==> src/rtl/srt_div_pkg.sv <==
// srt_div_pkg: shared constants and state encoding for the SRT mantissa divider
package srt_div_pkg;
    localparam int MANT_W    = 24;
    localparam int REM_W     = MANT_W + 2;
    localparam int ITER_CNT  = MANT_W;
    localparam int CNT_W     = $clog2(ITER_CNT + 1);
    localparam int DIGIT_MIN = -3;
    localparam int DIGIT_MAX = 2;
    typedef enum logic [1:0] {IDLE, ITER, CORRECT, DONE} srt_state_t;
endpackage

==> src/rtl/srt_digit_mult.sv <==
// srt_digit_mult: signed digit times divisor by shift/add of D and 2D with negation
module srt_digit_mult
    import srt_div_pkg::*;
(
    input  logic [MANT_W-1:0] digit,
    input  logic [REM_W-1:0]  divisor,
    output logic [REM_W-1:0]  prod
);
    logic [2:0]       q3;
    logic [1:0]       mag;
    logic             neg;
    logic [REM_W-1:0] m;
    // out-of-range digits saturate to the legal range before the 3-bit encoding
    assign q3 = $signed(digit) > $signed(MANT_W'(DIGIT_MAX)) ? 3'(DIGIT_MAX) :
                $signed(digit) < $signed(MANT_W'(DIGIT_MIN)) ? 3'(DIGIT_MIN) : digit[2:0];
    assign neg  = q3[2];
    assign mag  = neg ? ~q3[1:0] + 2'd1 : q3[1:0];
    assign m    = (mag[0] ? divisor : '0) + (mag[1] ? {divisor[REM_W-2:0], 1'b0} : '0);
    assign prod = neg ? -m : m;
endmodule

==> src/rtl/srt_div_iter.sv <==
// srt_div_iter: iterative SRT mantissa divider; digits come from an external selector.
// Define SRT_DIV_STICKY_EN to add the sticky (final remainder non-zero) output.
module srt_div_iter
    import srt_div_pkg::*;
(
    input  logic              clk,
    input  logic              rst,
    input  logic              start_valid,
    output logic              start_ready,
    input  logic [MANT_W-1:0] dividend,
    input  logic [MANT_W-1:0] divisor,
    output logic [REM_W-1:0]  sel_rem,
    output logic [REM_W-1:0]  sel_div,
    input  logic [MANT_W-1:0] sel_digit,
    output logic              done_valid,
    input  logic              done_ready,
    output logic [MANT_W-1:0] quotient,
    output logic [REM_W-1:0]  remainder,
    output logic              div_by_zero
`ifdef SRT_DIV_STICKY_EN
    ,output logic             sticky
`endif
);
    srt_state_t        state;
    logic [REM_W-1:0]  r, d, prod, w, r_fix;
    logic [MANT_W-1:0] q;
    logic [CNT_W-1:0]  cnt;
    logic              dbz, last, dz;

    srt_digit_mult u_mult (.digit(sel_digit), .divisor(d), .prod(prod));

    assign w     = r - prod;
    assign last  = cnt == CNT_W'(ITER_CNT - 1);
    assign r_fix = r[REM_W-1] ? r + d : r;
    assign dz    = divisor == '0;

    assign start_ready = state == IDLE;
    assign done_valid  = state == DONE;
    assign sel_rem     = r;
    assign sel_div     = d;
    assign quotient    = q;
    assign remainder   = r;
    assign div_by_zero = dbz;

    always_ff @(posedge clk) begin
        if (rst) begin
            state <= IDLE;
            r     <= '0;
            d     <= '0;
            q     <= '0;
            cnt   <= '0;
            dbz   <= 1'b0;
`ifdef SRT_DIV_STICKY_EN
            sticky <= 1'b0;
`endif
        end else begin
            case (state)
                IDLE: if (start_valid) begin
                    r     <= {2'b00, dividend};
                    d     <= {2'b00, divisor};
                    cnt   <= '0;
                    dbz   <= dz;
                    q     <= dz ? '1 : '0;
                    state <= dz ? DONE : ITER;
`ifdef SRT_DIV_STICKY_EN
                    sticky <= dz && dividend != '0;
`endif
                end
                ITER: begin
                    q     <= {q[MANT_W-2:0], 1'b0} + sel_digit;
                    r     <= last ? w : {w[REM_W-2:0], 1'b0};
                    cnt   <= cnt + CNT_W'(1);
                    state <= last ? CORRECT : ITER;
                end
                CORRECT: begin
                    r     <= r_fix;
                    q     <= r[REM_W-1] ? q - MANT_W'(1) : q;
                    state <= DONE;
`ifdef SRT_DIV_STICKY_EN
                    sticky <= r_fix != '0;
`endif
                end
                DONE: if (done_ready) state <= IDLE;
                default: state <= IDLE;
            endcase
        end
    end
endmodule

==> config.mk <==
export PLATFORM = sky130hd
export DESIGN_NAME = srt_div_iter
export DESIGN_NICKNAME = d
export VERILOG_FILES = /design/src/rtl/srt_div_pkg.sv /design/src/rtl/srt_digit_mult.sv /design/src/rtl/srt_div_iter.sv
export SDC_FILE = /design/constraint.sdc
export NUM_CORES = 1
export LEC_CHECK = 0
export ABC_AREA = 1
export CAP_MARGIN = 20
export CORE_ASPECT_RATIO = 1.2
export CORE_MARGIN = 2
export CORE_UTILIZATION = 40
export CTS_CLUSTER_DIAMETER = 150
export CTS_CLUSTER_SIZE = 10
export DETAILED_ROUTE_END_ITERATION = 6
export PLACE_DENSITY_LB_ADDON = 0.2
export SETUP_SLACK_MARGIN = 0.15
export SKIP_CTS_REPAIR_TIMING = 1
export SLEW_MARGIN = 20
export SYNTH_ARGS = -nofsm -noshare
export SYNTH_HDL_FRONTEND = slang
export SYNTH_SLANG_ARGS = --single-unit
==> constraint.sdc <==
create_clock -name clk -period 7.36 [get_ports clk]
set_input_delay 1.472 -clock clk [delete_from_list [all_inputs] [get_ports clk]]
set_output_delay 1.472 -clock clk [all_outputs]
set_load 0.005 [all_outputs]
Yosys cells after proc, flatten, opt, wreduce, memory -nomap -nowiden
Cells that the tools add are included.

cells by class
  add/sub/neg operators = 8
  multipliers = 0
  divide/modulo/power cells = 0
  order comparisons = 2
  equality and inequality tests = 7
  shift operators = 0
  mux-type cells = 21
  bitwise logic cells = 1
  reductions and logical operators = 9

operator list
  operator               number
  $mux 26                4
  $mux 24                4
  $pmux 26 s3            1
  $pmux 24 s3            1
  $add 26x24->26         1
  $add 26x26->26         1
  $neg 26->26            1
  $sub 26x26->26         1
  $mux 25                1
  $add 24x24->24         1
  $gt 24x3->1 const B    1
  $logic_not 24->1       1
  $lt 24x3->1 const B    1
  $sub 24x1->24 const B  1
  $mux 2                 5
  $pmux 5 s2             1
  $pmux 2 s4             1
  $reduce_and 2->1       4
  $mux 3                 2
  $add 5x1->5 const B    1
  $eq 5x5->1 const B     1
  $mux 5                 1
  $eq 2x2->1 const B     2
  $ne 2x2->1 const B     2
  8 further kinds        8

word-level totals
  register bits = 82
  latch bits = 0
  bits in writable memories = 0
  memory bits (read-only) = 0
  input port bits = 76
  output and inout port bits = 105
  word-level logic and storage cells = 55
  memories = 0

Depth between registers and ports, before layout
Gate-level depths: netlist of the first run.

  depth after elaboration = 13
  mapped depth = 44
  mapped depth without buffers = 43

By module
Synthesis of the first run repeated with hierarchy kept, for this count alone.

unflattened totals
  cell total of the unflattened synthesis = 2334
  area, all modules = 12813.5 um2

by module, submodules not included
  module          times used  cells an instance  area each (um2)  sequential area each (um2)
  srt_div_iter    1           1739               9846.9           1641.6
  srt_digit_mult  1           595                2966.6           0.0

Worst setup path before layout of the first run
No wires, ideal clock.

  kind = in2reg
  start point = input port sel_digit[23]
  end point = register r[23] (netlist: remainder[23])
  setup time = 0.132 ns
  data arrival time = 5.922 ns
  data required time = 7.228 ns
  path slack = 1.306 ns
  stages on the path = 37
  buffers on the path = 2
  cells stage by stage = buf_6 -> inv_1 -> nand4_1 -> nor2_1 -> nand3_1 -> nand2_1 -> clkbuf_1 -> nor2_1 -> ha_1 -> inv_1 -> fa_1 -> inv_2 -> nand3_1 -> nand3_2 -> xor2_1 -> nor2_2 -> inv_2 -> nor2_4 -> nand3_2 -> nor3_2 -> nand2_2 -> nor2_4 -> nand2_4 -> nand2_1 -> xor2_1 -> inv_1 -> ha_1 -> nand2_1 -> o21ai_0 -> a21oi_1 -> nand3_1 -> a31o_2 -> or2_2 -> nand3_1 -> nand4_1 -> nand2_1 -> a21oi_1

between the ends
  word-level cells in the longest chain between the ends = 13
  elaborated cells between the ends (all ways) = 15
  classes of those cells = add/sub: 4; order compare: 2; mux: 8; bitwise: 1

ends and longest elaborated chain
  what                                       RTL line              RTL
  start, declared                            srt_div_iter.sv:14    input logic [MANT_W-1:0] sel_digit,
  $lt 24x3->1                                srt_digit_mult.sv:15  $signed(digit) < $signed(MANT_W'(DIGIT_MIN)) ? 3'(DIGIT_MIN) : digit[2:0];
  $mux 3                                     srt_digit_mult.sv:15
  $mux 3 (*)                                 srt_digit_mult.sv:14  assign q3 = $signed(digit) > $signed(MANT_W'(DIGIT_MAX)) ? 3'(DIGIT_MAX) :
  $not 2->2                                  srt_digit_mult.sv:17  assign mag = neg ? ~q3[1:0] + 2'd1 : q3[1:0];
  $add 2x1->2                                srt_digit_mult.sv:17
  $mux 2                                     srt_digit_mult.sv:17
  $mux 24 / $mux 25 (equally long branches)  srt_digit_mult.sv:18  assign m = (mag[0] ? divisor : '0) + (mag[1] ? {divisor[REM_W-2:0], 1'b0} : '0);
  $add 26x26->26                             srt_digit_mult.sv:18
  $neg 26->26                                srt_digit_mult.sv:19  assign prod = neg ? -m : m;
  $mux 26 (*)                                srt_digit_mult.sv:19
  $sub 26x26->26 (*)                         srt_div_iter.sv:32    assign w = r - prod;
  $mux 26 (*)                                srt_div_iter.sv:71    r <= last ? w : {w[REM_W-2:0], 1'b0};
  $pmux 26 s3 (*)                            srt_div_iter.sv:57    case (state)
  end signal, assigned                       srt_div_iter.sv:59    r <= {2'b00, dividend};
  end signal, assigned                       srt_div_iter.sv:71
  end signal, assigned                       srt_div_iter.sv:76    r <= r_fix;
  end, declared                              srt_div_iter.sv:25    logic [REM_W-1:0] r, d, prod, w, r_fix;

Every way passes the cells marked *; elsewhere a longest branch is shown, timed or not.
A chain may end at the register's enable or synchronous reset.

Worst setup path after layout of the first run
  start point = input port sel_digit[6]
  end point = register r[23] (netlist: remainder[23])

Same word-level chain as after synthesis.

==> qor_table.md, run 1 <==
| Parameter | This run |
| --- | --- |
| H-tree lvl count | 3 |
| Startpoint class of the critical path | primary input |
| Tightest hold margin | 0.501 ns |
| Antenna violations before repair | 0 |
| First-pass GRT wire length | 66000 um |
| RSZ-0062 raised after global routing | no |
| Area growth, synth to finish | 24.6% |
| Mean area per synthesized cell | 5.89 um^2 |
| Most common cell on crit path | nand2_1 |
| Met3 routing resource usage after global routing | 0.0255 |
| Die Y-Extent | 187 um |
| Total die area | 29200 um^2 |
| Worst skew pair latency | 0.38 ns |
| Synth async-reset ratio | 0 |
| Ports | 181 |
| Start-to-end type of the worst setup path | in2reg |
| Buffer cell driving the clock tree root | clkbuf_16 |
| Placement-stage cell area | 13400 um^2 |
| Most used cells in the layout excluding fill and tap cells | 445 x nand2_1, 249 x inv_1, 198 x a21oi_1 |
| Post-Syn Instances | 1888 |
| CP max-delay cell | clkdlybuf4s50_1 |
| Number of input and output port buffers inserted | 178 |
| Filler Cells Inserted | 2951 |
| Commonest non-fill, non-tap cell in the layout | nand2_1 |
| Most used flip-flop cell after synthesis | dfxtp_1 |
| Horizontal extent of the die | 156 um |
| Residual antenna-violating net count after detailed routing | 0 |
| Met2 Resource Use GR | 0.536 |
| Clock tree from TritonCTS | yes |
| Worst-case clock buffer depth | 2 |
| Number of diodes added for antenna fixing | 0 |
| Required time of the critical path | 7.58 ns |
| Post-detailed-route DRC marker count | 0 |
| P_leak | 0.00655 uW |
| Max IR drop VDD | 0.000158 V |
| Proportion of synthesized chip area in sequential cells | 0.148 |
| Initial standard-cell utilization of the core | 0.408 |
| Number of buffers created by CTS | 9 |
| Run status | finished, final reports clean |
| Maximum fanout encountered on the critical timing path | 11 |
| Power per standard cell area | 265 nW/um^2 |
| Post-route design area | 13900 um^2 |
| Type of destination of the critical path | flip-flop |
| Max-cap viol count | 0 |
| Transition at the pin with the smallest max-transition slack | 0.896 ns |
| Total power after layout | 3670 uW |
| Period utilization | 0.923 |
| Via count | 13200 |
| Netlist Area Pre-Place | 11100 um^2 |
| Number of hold-slack violations in the final timing report | 0 |
| Vias in the first global route | 12700 |
| Synthesis-stage register bit count | 82 |
| Floorplan row count | 66 |
| Worst hold-check path type | reg2reg |
| Final count of pins violating max slew | 0 |
| DRT Wirelength | 43200 um |
| Count of flip-flops with a built-in enable after synthesis | 0 |
| Final setup fails | 0 |
| Count of unique library cells instantiated by Yosys | 55 |
| Max Clk Rate | 0.147 GHz |
| Share of post-route cells with drive strength above 1 | 0.0791 |
| Routability Congestion | 0.926 |
| Final global-route overflow total | 0 |
| Pin count of the biggest net entering global routing | 74 |
| Met1 capacity usage during global routing | 0.324 |
| Number of synthesis warnings | 0 |
| Final min period | 6.80 ns |
| Clock skew | 0.0123 ns |
| Global-route usage over all layers | 0.290 |
| GRT busiest layer | met2 |
| Arrival time at the worst endpoint | 7.02 ns |
| Slew Limit Headroom | 0.402 |
| Final net count | 2250 |
| Std-Cell Core Area | 27300 um^2 |
| Detailed-router iteration count before antenna repair | 5 |
| Via count normalized by instance count | 5.45 |
| Clock transition time at the flip-flop clock pins of the worst setup and hold paths | 0.07 ns |
| Routed length per placed instance | 17.9 um |
| Drt first-iter violations | 719 |
| Max stage delay on crit path | 0.45 ns |
| Clock sink count | 82 |
| Half-perimeter wire length after placement | 35200 um |
[metrics by stage]
stage	setup slack, ns	instances	setup TNS (ns)	util
floorplan	1.31	1889	0	-
global placement	-0.299	2393	-1.13	0.492
detailed placement	-0.246	2393	-0.950	0.492
CTS	0.117	2409	0	0.503
global route	0.148	2414	0	0.508
finish	0.564	2414	0	0.508
[routing by layer]
metal	up-vias	part of all wire
met1	6059	0.40
met4	0	0.056
met3	103	0.038
met2	361	0.50
li1	6630	-
met5	-	0
[area by class of cell]
cell class	count	area, um^2	area share
multi-input combinational	1475	8210	0.592
timing repair buffer	243	2300	0.166
sequential	82	1640	0.118
inverter	258	968	0.0699
tap	340	425	0.0307
clock buffer	9	225	0.0163
clock inverter	7	88.8	0.00641
[state kept, by name, indices dropped and copies added (netlist names)]
register and count:
cnt 5, div_by_zero 1, quotient 24, remainder 26
sel_div 24, state 2
[worst max-delay path, delay by kind of cell]
family	cells	cell delay, ns
simple gates	23	3.01
xor+xnor	1	0.17
compound gates	5	0.80
fa+ha+maj	2	0.69
buf+inv	5	0.84
[logic make-up (layout without fill, tap and decap cells)]
kind of cell    Yosys count  in the layout  synth area share
buf+inv                 332            517             0.123
simple gates            873            873             0.341
compound gates          436            436             0.220
fa+ha+maj               105            105             0.121
flops                    82             82             0.148
xor+xnor                 59             59            0.0471
other cells               1              2          0.000337
[cells in the mapped netlist, types with 16 or more instances]
| library cell | number | area (um^2) |
|---|---|---|
| o211ai_1 | 19 | 143 |
| dfxtp_1 | 82 | 1640 |
| or2_2 | 16 | 100 |
| nand4_1 | 40 | 250 |
| nand2_1 | 447 | 1680 |
| ha_1 | 101 | 1260 |
| nor2_1 | 195 | 732 |
| nor4_1 | 19 | 119 |
| inv_1 | 250 | 938 |
| o21ai_0 | 134 | 671 |
| xor2_1 | 31 | 272 |
| a21oi_1 | 202 | 1010 |
| buf_4 | 29 | 218 |
| xnor2_1 | 27 | 236 |
| clkbuf_1 | 36 | 135 |
| nand3_1 | 95 | 475 |
[path summary, 6_finish.rpt]
path / cells past startpoint / endpoint / slack [ns] / from
worst min register to register: 2 / cnt[1] / 0.50 / cnt[1]
worst max-delay path: 36 / remainder[23] / 0.56 / sel_digit[6]
worst min-delay path: 2 / cnt[1] / 0.50 / cnt[1]
worst max register to register: 31 / remainder[23] / 2.62 / sel_div[1]
[power by group]
| group | switching (uW) | internal (uW) | leakage (uW) |
|---|---|---|---|
| clock | 239 | 269 | 0.000149 |
| combinational | 1450 | 1000 | 0.00572 |
| sequential | 171 | 535 | 0.000676 |
Note: power is estimated with default switching activity, not from simulation.
==> run 2, diff against run 1 <==
CORE_ASPECT_RATIO = default   (was 1.2)
CORE_MARGIN = 5   (was 2)
==> qor_table.md, run 2 (same netlist as run 1, synthesis figures left out) <==
| Parameter | This run | vs previous |
| --- | --- | --- |
| Max Clk Rate | 0.148 GHz | was 0.147 GHz |
| Final setup fails | 0 | unchanged |
| Number of diodes added for antenna fixing | 0 | unchanged |
| Global-route usage over all layers | 0.277 | was 0.290 |
| Number of input and output port buffers inserted | 178 | unchanged |
| Via count normalized by instance count | 5.41 | was 5.45 |
| WHS Path Cells | 2 | unchanged |
| Final global-route overflow total | 0 | unchanged |
| Number of buffers created by CTS | 9 | unchanged |
| Largest register FFs | 26 | unchanged |
| PnR worst setup slack | 0.617 ns | was 0.564 ns |
| Detailed-router iteration count before antenna repair | 6 | was 5 |
| Transition at the pin with the smallest max-transition slack | 0.848 ns | was 0.896 ns |
| Antenna violations before repair | 0 | unchanged |
| Worst skew pair latency | 0.36 ns | was 0.38 ns |
| Max IR drop VDD | 0.000135 V | was 0.000158 V |
| Drt first-iter violations | 1246 | was 719 |
| Power per standard cell area | 271 nW/um^2 | was 265 nW/um^2 |
| Max-cap viol count | 0 | unchanged |
| Final count of pins violating max slew | 0 | unchanged |
| Buffer cell driving the clock tree root | clkbuf_16 | unchanged |
| First-pass GRT wire length | 67900 um | was 66000 um |
| Crit Reg-Reg Startpoint | sel_div[1] | unchanged |
| Placement-stage cell area | 13400 um^2 | about the same |
| Initial standard-cell utilization of the core | 0.402 | was 0.408 |
| Std-Cell Core Area | 27600 um^2 | was 27300 um^2 |
| Post-detailed-route DRC marker count | 0 | unchanged |
| Startpoint class of the critical path | primary input | unchanged |
| Clock tree from TritonCTS | yes | unchanged |
| Reg2reg path depth | 30 | was 31 |
| H-tree lvl count | 3 | unchanged |
| Commonest non-fill, non-tap cell in the layout | nand2_1 | unchanged |
| Post-route design area | 13800 um^2 | was 13900 um^2 |
| Filler Cells Inserted | 2963 | was 2951 |
| Most common cell on crit path | nand2_1 | unchanged |
| DRT Wirelength | 44700 um | was 43200 um |
| Via count | 13300 | was 13200 |
| P_leak | 0.00651 uW | was 0.00655 uW |
| Total Neg Setup Slack | 0 ns | unchanged |
| Ports | 181 | unchanged |
| Most used cells in the layout excluding fill and tap cells | 444 x nand2_1, 250 x inv_1, 197 x a21oi_1 | was 445 x nand2_1, 249 x inv_1, 198 x a21oi_1 |
| Slew Limit Headroom | 0.434 | was 0.402 |
| Total die area | 31200 um^2 | was 29200 um^2 |
| Max stage delay on crit path | 0.54 ns | was 0.45 ns |
| Die Y-Extent | 177 um | was 187 um |
| Routability Congestion | 0.992 | was 0.926 |
| RSZ-0062 raised after global routing | yes | was no |
| Arrival time at the worst endpoint | 6.96 ns | was 7.02 ns |
| Worst-case clock buffer depth | 2 | unchanged |
| Pin count of the biggest net entering global routing | 53 | was 74 |
| Multi-input gate area in the final layout | 8200 um^2 | was 8210 um^2 |
| Number of hold-slack violations in the final timing report | 0 | unchanged |
| Clock transition time at the flip-flop clock pins of the worst setup and hold paths | 0.07 ns | about the same |
| Worst setup startpoint | sel_digit[3] | was sel_digit[6] |
| Half-perimeter wire length after placement | 36300 um | was 35200 um |
| Total power after layout | 3760 uW | was 3670 uW |
| CP max-delay cell | clkdlybuf4s50_1 | unchanged |
| Share of post-route cells with drive strength above 1 | 0.0758 | was 0.0791 |
| Clock sink count | 82 | unchanged |
| Required time of the critical path | 7.57 ns | was 7.58 ns |
| Area growth, synth to finish | 24.5% | was 24.6% |
| Final net count | 2247 | was 2250 |
| Routed length per placed instance | 18.2 um | was 17.9 um |
| Worst hold-check path type | reg2reg | unchanged |
| Final min period | 6.74 ns | was 6.80 ns |
| Residual antenna-violating net count after detailed routing | 0 | unchanged |
| Floorplan row count | 61 | was 66 |
| Clock skew | 0.0250 ns | was 0.0123 ns |
| Sequential standard cell area | 1640 um^2 | unchanged |
| Vias in the first global route | 12100 | was 12700 |
| Worst slack at placement | 0.0939 ns | was -0.246 ns |
| Type of destination of the critical path | flip-flop | unchanged |
| Start-to-end type of the worst setup path | in2reg | unchanged |
| Horizontal extent of the die | 177 um | was 156 um |
| Maximum fanout encountered on the critical timing path | 22 | was 11 |
| Worst min-delay path startpoint | cnt[1] | unchanged |
| Run status | finished, final reports clean | unchanged |
| Period utilization | 0.916 | was 0.923 |
==> run 2: metrics by stage <==
stage               hold slack (ns)  instances   util
finish                        0.490       2449  0.501
global route                  0.534       2449  0.501
CTS                           0.490       2448  0.498
detailed placement            0.480       2432  0.487
global placement              0.470       2432  0.487
floorplan                     0.457       1889      -
==> run 2: final timing paths <==
check	slack, ns	end
hold reg to reg	0.49	cnt[1]
setup / recovery	0.62	remainder[23]
setup reg to reg	2.49	remainder[23]
hold / removal	0.49	cnt[1]
==> run 2: power by group <==
group | internal [uW] | leakage (uW) | switching (uW)
sequential | 534 | 0.000676 | 185
combinational | 1020 | 0.00569 | 1520
clock | 275 | 0.000147 | 222
total | 1830 | 0.00651 | 1930
==> run 2: layout make-up <==
class | count | area share
multi-input cells | 1475 | 0.592
clock inverters | 5 | 0.00434
flip-flops and latches | 82 | 0.119
inverters | 258 | 0.0699
well taps | 378 | 0.0342
clock buffers | 11 | 0.0175
repair buffers | 240 | 0.164
==> run 2: worst max-delay path, delay by kind of cell <==
kind / cells / cell delay (ns)
adder cells (fa/ha/maj): 2 / 0.63
XOR/XNOR: 1 / 0.16
buffers and inverters: 6 / 1.04
AO/OA/AOI/OAI: 6 / 1.01
AND/OR/NAND/NOR: 23 / 2.60
==> run 2: metal layers <==
layer	wire (um)	part of all wire	up-vias	track usage
met1	20400	0.46	6093	0.393
met4	1050	0.023	0	0.0712
met3	3790	0.085	53	0.0526
met5	0	0	-	0
met2	19500	0.44	514	0.432
li1	-	-	6598	-
